File: src/rtl/downcount_ctrl.sv
// downcount_ctrl
//   Sequencing controller for a loadable down-counter (downcount: R, Resetn,
//   Clock, E, L, Q). A one-cycle Start request becomes a load / count /
//   terminal-detect / done sequence. The controller runs either one-shot or
//   with periodic auto-reload, supports Pause and Abort, and keeps a
//   saturating count of completed periods.
//
// Ports
//   Clock    in   system clock, rising edge
//   Resetn   in   asynchronous active-low reset
//   Start    in   single-cycle start request (ignored while busy)
//   Abort    in   return to IDLE from any active state
//   Pause    in   level; holds counting while in RUN
//   Mode     in   0 = one-shot, 1 = periodic; sampled at Start
//   Period   in   [n]  value to load; sampled at Start, 0 is rejected
//   Q        in   [n]  current value of the down-counter
//   L        out  load strobe to the counter
//   E        out  count enable to the counter
//   R        out  [n]  load value to the counter
//   Busy     out  high in every state except IDLE
//   Done     out  one-cycle pulse per completed period
//   Periods  out  [CW] completed periods since the last Start, saturating
//
// States
//   state | meaning
//   IDLE  | waiting for Start, counter untouched
//   LOAD  | L asserted for one cycle, counter takes R
//   RUN   | E asserted while Q != 0 and Pause is low
//   PAUSE | counting held until Pause drops
//   DONE  | Done pulse; reload (periodic) or return to IDLE (one-shot)
//
// Busy, Done, R and Periods come straight from flops (the state register
// is one-hot, so Busy and Done are single-bit decodes). E, and L while
// Abort is high, are gated combinationally so the counter stops on the
// same cycle Abort is raised.

module downcount_ctrl #(
    parameter int n  = 8,
    parameter int CW = 8
) (
    input  logic          Clock,
    input  logic          Resetn,
    input  logic          Start,
    input  logic          Abort,
    input  logic          Pause,
    input  logic          Mode,
    input  logic [n-1:0]  Period,
    input  logic [n-1:0]  Q,
    output logic          L,
    output logic          E,
    output logic [n-1:0]  R,
    output logic          Busy,
    output logic          Done,
    output logic [CW-1:0] Periods
);

    typedef enum logic [4:0] {
        IDLE  = 5'b00001,
        LOAD  = 5'b00010,
        RUN   = 5'b00100,
        PAUSE = 5'b01000,
        DONE  = 5'b10000
    } state_t;

    state_t          state_q, state_d;
    logic [n-1:0]    r_q, r_d;
    logic            mode_q, mode_d;
    logic [CW-1:0]   periods_q, periods_d;
    logic            q_zero;

    assign q_zero = (Q == '0);

    always_ff @(posedge Clock or negedge Resetn) begin
        if (!Resetn) begin
            state_q   <= IDLE;
            r_q       <= '0;
            mode_q    <= 1'b0;
            periods_q <= '0;
        end else begin
            state_q   <= state_d;
            r_q       <= r_d;
            mode_q    <= mode_d;
            periods_q <= periods_d;
        end
    end

    always_comb begin
        state_d   = state_q;
        r_d       = r_q;
        mode_d    = mode_q;
        periods_d = periods_q;
        L         = 1'b0;
        E         = 1'b0;

        case (state_q)
            IDLE: begin
                // Abort in the same cycle as Start wins; a zero period
                // would finish without ever counting, so it is refused.
                if (Start && !Abort && (Period != '0)) begin
                    r_d       = Period;
                    mode_d    = Mode;
                    periods_d = '0;
                    state_d   = LOAD;
                end
            end
            LOAD: begin
                L       = !Abort;
                state_d = RUN;
            end
            RUN: begin
                E = !q_zero && !Pause && !Abort;
                // Terminal count takes priority over Pause.
                if (q_zero) begin
                    state_d = DONE;
                    if (periods_q != {CW{1'b1}}) begin
                        periods_d = periods_q + CW'(1);
                    end
                end else if (Pause) begin
                    state_d = PAUSE;
                end
            end
            PAUSE: begin
                if (!Pause) begin
                    state_d = RUN;
                end
            end
            DONE: begin
                state_d = mode_q ? LOAD : IDLE;
            end
            default: begin
                state_d = IDLE;
            end
        endcase

        // Abort keeps the period count: the increment taken on entry to
        // DONE is dropped so an aborted period is never counted.
        if (Abort && (state_q != IDLE)) begin
            state_d   = IDLE;
            periods_d = periods_q;
        end
    end

    assign R       = r_q;
    assign Periods = periods_q;
    assign Busy    = (state_q != IDLE);
    assign Done    = (state_q == DONE);

endmodule

File: config.mk
export PLATFORM = sky130hd
export DESIGN_NAME = downcount_ctrl
export DESIGN_NICKNAME = d
export VERILOG_FILES = /design/src/rtl/downcount_ctrl.sv
export SDC_FILE = /design/constraint.sdc
export NUM_CORES = 1
export LEC_CHECK = 0
export ABC_AREA = 0
export BUFFER_PORTS_ARGS = -buffer_cell sky130_fd_sc_hd__buf_2
export CAP_MARGIN = 20
export CORE_ASPECT_RATIO = 0.75
export CORE_MARGIN = 2
export CORE_UTILIZATION = 50
export DETAILED_ROUTE_END_ITERATION = 8
export PLACE_DENSITY_LB_ADDON = 0.2
export SYNTH_ARGS = -nofsm -noshare
export SYNTH_HDL_FRONTEND = slang
export SYNTH_SLANG_ARGS = --single-unit
File: constraint.sdc
create_clock -name Clock -period 2.1 [get_ports Clock]
set_input_delay 0.105 -clock Clock [delete_from_list [all_inputs] [get_ports Clock]]
set_output_delay 0.105 -clock Clock [all_outputs]
set_load 0.01 [all_outputs]
== After elaboration in Yosys (flattened, before gate mapping) ==
Index checks and enable logic that the tools add are counted.
Storage, ports and cells
  bits in latches: 0
  register bits: 22
  memories: 0
  bits of input ports: 22
  output and inout port bits: 20
  memory bits (writable): 0
  ROM bits: 0
Operators by class
  order comparisons: 0
  bitwise logic cells: 1
  muxes and demuxes: 13
  divide/modulo/power cells: 0
  eq/ne operators: 13
  shift operators: 0
  $add $sub $neg: 1
  multipliers: 0
  reduce and logical (&&, ||, !) cells: 14
Operators by type and width (number)
  $mux 5: 5
  $pmux 5 s5: 1
  $mux 8: 3
  $pmux 8 s2: 1
  $add 8x1->8 const B: 1
  $logic_not 8->1: 1
  $ne 8x8->1 const B: 1
  $reduce_bool 8->1: 1
  $ne 2x2->1 const B: 3
  $ne 3x3->1 const B: 2
  $eq 5x1->1 const B: 1
  $eq 5x2->1 const B: 1
  $eq 5x3->1 const B: 1
  $eq 5x4->1 const B: 1
  $eq 5x5->1 const B: 1
  $logic_and 1x1->1: 5
  $ne 5x1->1 const B: 1
  $reduce_and 5->1: 1
  $ne 4x4->1 const B: 1
  $logic_not 1->1: 3
  $reduce_and 3->1: 1
  $mux 1: 2
  $mux 2: 1
  $reduce_and 2->1: 1
  other kinds (2): 2

== Longest topological paths before layout ==
  depth in word-level cells: 6
  gate-level depth with buffers: 6
  gate-level depth less buffers: 5

== Worst setup path after synthesis ==
No wires, ideal clock.
  kind: register to register
  start point: reg state_q[0]
  end point: reg r_q[1], in the netlist R[1]
  arrival time: 1591 ps
  required time: 1975 ps
  library setup time: 125 ps
  path slack: 384 ps
  path buffers: 2
  cell stages (with the launch flop): 6
  cells stage by stage: dfstp_2 > buf_2 > nand3_2 > or2_1 > buf_6 > mux2_4
Between the ends
  word-level cells in the longest chain between the ends: 2
Ends and longest elaborated chain
  start: declaration: line 65  | state_t state_q, state_d;
  start signal: assignment: line 80  | state_q <= state_d;
  $eq 5x1->1: line 95  | case (state_q)
  $reduce_and 2->1 (no source line)
  end signal: assignment: line 81  | r_q <= r_d;
  end: declaration: line 66  | logic [n-1:0] r_q, r_d;
No other way between the ends.
A chain may end at the register's enable or synchronous reset.

== Worst setup path in the final report ==
  start point: reg state_q[3]
  end point: out E
Between the ends
  word-level cells in the longest chain between the ends: 2
Ends and longest elaborated chain
  $eq 5x3->1: line 95
  $mux 1: line 95
  end: declaration: line 50  | output logic E,
No other way between the ends.

==> impl_results.md <==
* Worst Setup End Kind: output port
* Final antenna-violating net count at 0
* Status: finished, final reports clean
* Least-Margin Pin Slew at 0.598 ns
* Worst r2r src: state_q[3]
* Most frequent cells in the layout: 41 x buf_2, 21 x dfrtp_1, 13 x o211ai_1
* Critical Path RT at about 2.0 ns
* Clock Tree Buf Depth at 2
* DPL Wire Length at ~2300 um
* Worst R2R End: Periods[4]
* FF-to-FF path depth at 4
* Antenna violations before repair at 0
* Setup slack after layout at 0.0994 ns
* Clk_skew at between 0.004 and 0.005 ns
* Crit path time final at about 2.0 ns
* # DRC at 0
* Critical Path, Cell by Cell: or3_4 > nor3_1 > and3_1 > buf_2
* Largest net degree at the start of global routing at 23
* I/O pins at 42
* Crit path from: state_q[3]
* Most common cell after layout, fill and taps aside: buf_2
* Register area share after synthesis at 0.405
* CTS sink cnt at 22
* GRT met1 Usage at 0.308
* Slew HR at 0.601
* Final Cycle Share at 0.953
* DR WL/cell at ~15 um
* Met2 Track Usage GR at 0.326
* Min-Delay Path Class: in -> reg
* Setup WS pre-CTS at 0.160 ns
* Worst VDD drop at around 0.6 mV
* FF+latch count, synth at 22
* Final design utilization at 0.624
* Vias in the first global route at approximately 1.1k
* Crit-path slowest cell: dfrtp_1
* Clk slew on worst S/H paths at approximately 0.12 ns
* CTS tree: yes
* Cell Rows at 16
* Clk_lat worst skew at about 0.30 ns
* Grt met3 use at 0.0531
* RSZ-0062 raised after global routing: false
* Area grow syn2layout at 19.0%
* Levels on crit path at 4
* Starting DRC count in detailed routing at 40
* Detailed Route WL at between 3000 and 4000 um
* Yosys top cell by area: dfrtp_1
* Diode count at 0
* Vias per cell at approximately 5.7
* Share of post-route cells with drive strength above 1 at 0.396
* Final GP Congestion at 0.804
* Post-Syn Area per Cell at between 10 and 15 sq um
* FMAX at 500 MHz
* Leakage at 0.754 nW
* Syn Nets at about 150
* Worst Setup EP: E
* Final number of setup-violating endpoints at 0
* Crit path DAT at ~1.9 ns
* Final cell count without fillers at about 210
* Die height at slightly below 50 um
* Setup TNS Final at 0 ns
* Crit path buf inv count at 1
* CP Class: reg -> out
* Startpoint Class: flop
* Layout Nets at just under 200
* Count of final hold-check violations at 0
* CTS buffer count at 3
* Via count at about 1.2k
* Post-synthesis cell count at around 130
* Distinct cells, synth at between 40 and 50
* Max-cap viol count at 0
* Remaining global-route overflow at 0
* Area of the core at 2600 sq um
* Total GRT Usage at 0.213
* 1st-pass router iterations at 4
* Synth top area cells: dfrtp_1 39%, mux2_4 8.8%, o211ai_1 7.2%
* Initial core utilization at 0.524
* Post-Syn Area at between 1000 and 1500 sq um
* Crit path max fanout at 7
* Reg2Reg Setup Slack at approximately 0.36 ns
* Synth top area share at 0.385
* Max Transition Viols Final at 0
* Post-CTS Setup Repair Bufs at 0
* Power density over the cells at approximately 810 nW/um^2
* FILL cells at about 230
* Clk root buf: clkbuf_4
* Post-placement cell count at 200
* Crit path largest cell delay at 0.49 ns
* Top delay family on crit path: simple AND/OR/NAND/NOR gates
* Synth warn at 0
* Global-route wire length before repair at approximately 5300 um
* I/O Buffers at 41
* DIE AREA at around 3200 sq um
* GRT busiest layer: met2
* Die width at between 60 and 70 um
* H-tree depth at 1
-- cells in the mapped netlist --
master,instances
nor4_4,2
o2111ai_1,1
buf_6,2
nor3_1,2
a32oi_1,2
or4_1,4
and3_1,4
ha_1,1
or3_2,1
nand4b_1,1
o21ai_0,2
nor3_4,1
mux2_2,2
nor2_1,5
nand2_1,8
nor2_2,2
a211o_1,1
nor4_1,3
dfrtp_1,21
xnor2_1,1
and4b_1,1
nor3b_2,1
o311ai_4,1
nand4_1,2
nand3b_1,1
a21oi_1,1
a22o_1,2
or2_1,1
inv_1,7
nor3b_1,2
nand2b_1,1
o31ai_1,1
buf_4,1
nand3_2,1
or3_4,1
and4_2,1
or2b_1,1
mux2_4,8
nand3_1,10
o211ai_1,13
and4_1,1
buf_2,1
dfstp_2,1
-- per-layer routing --
layer  share of wire  routed length (um)  vias to the layer above
met5               0                   0                        -
met1            0.48                1440                      564
li1                -                   -                      574
met3           0.053                 161                        4
met4          0.0099                  30                        0
met2            0.46                1380                       31
-- flip-flops by register name, summed over array words and instances (netlist names) --
signal	cells
R	8
mode_q	1
state_q	5
Periods	8
-- stage by stage --
step / cell area, sq um / power (mW) / hold WS [ns]
final: 1620 / 1.31 / 0.0218
after global routing: 1620 / 1.41 / 0.00798
after CTS: 1620 / 1.33 / 0.00953
after detailed placement: 1590 / 1.12 / 0.108
after global placement: 1590 / 1.11 / 0.0989
after floorplan: 1360 / 0.939 / -0.191
-- cells by family after synthesis --
group,count (synthesis),synth area share
buf+inv,11,0.0450
compound gates,24,0.146
xor+xnor,1,0.00642
simple gates,57,0.284
flops,22,0.405
fa+ha+maj,1,0.00917
mux,10,0.105
-- area by class of cell --
class                           count  area [sq um]  share of cell area
Multi-Input combinational cell     93           751               0.463
Inverter                            7          26.3              0.0162
Timing Repair Buffer               43           223               0.137
Clock buffer                        4          26.3              0.0162
Sequential cell                    22           552               0.340
Tap cell                           36          45.0              0.0278
-- report_power, final --
group,internal (mW),switching (mW),leakage (nW)
sequential,0.531,0.0822,0.283
combinational,0.270,0.233,0.456
clock,0.0740,0.124,0.0150
total,0.875,0.439,0.754
-- what timing repair did --
| action | in CTS | in global routing |
|---|---|---|
| endpoints found under the hold margin | 21 | 0 |
| setup endpoints to repair | 0 | 0 |
| hold buffers | 1 | 0 |
| resized for setup | 0 | 0 |
-- worst min-delay path by stage --
stage               slack (ns)   start  cells past startpoint         end
floorplan                -0.19  Resetn                      0  Periods[0]
CTS                       0.01    Mode                      2      mode_q
global placement           0.1  Resetn                      1  Periods[3]
detailed placement        0.11  Resetn                      1  Periods[0]
finish                    0.02    Mode                      2      mode_q
global route             0.008    Mode                      2      mode_q
(Power assumes the default switching activity.)
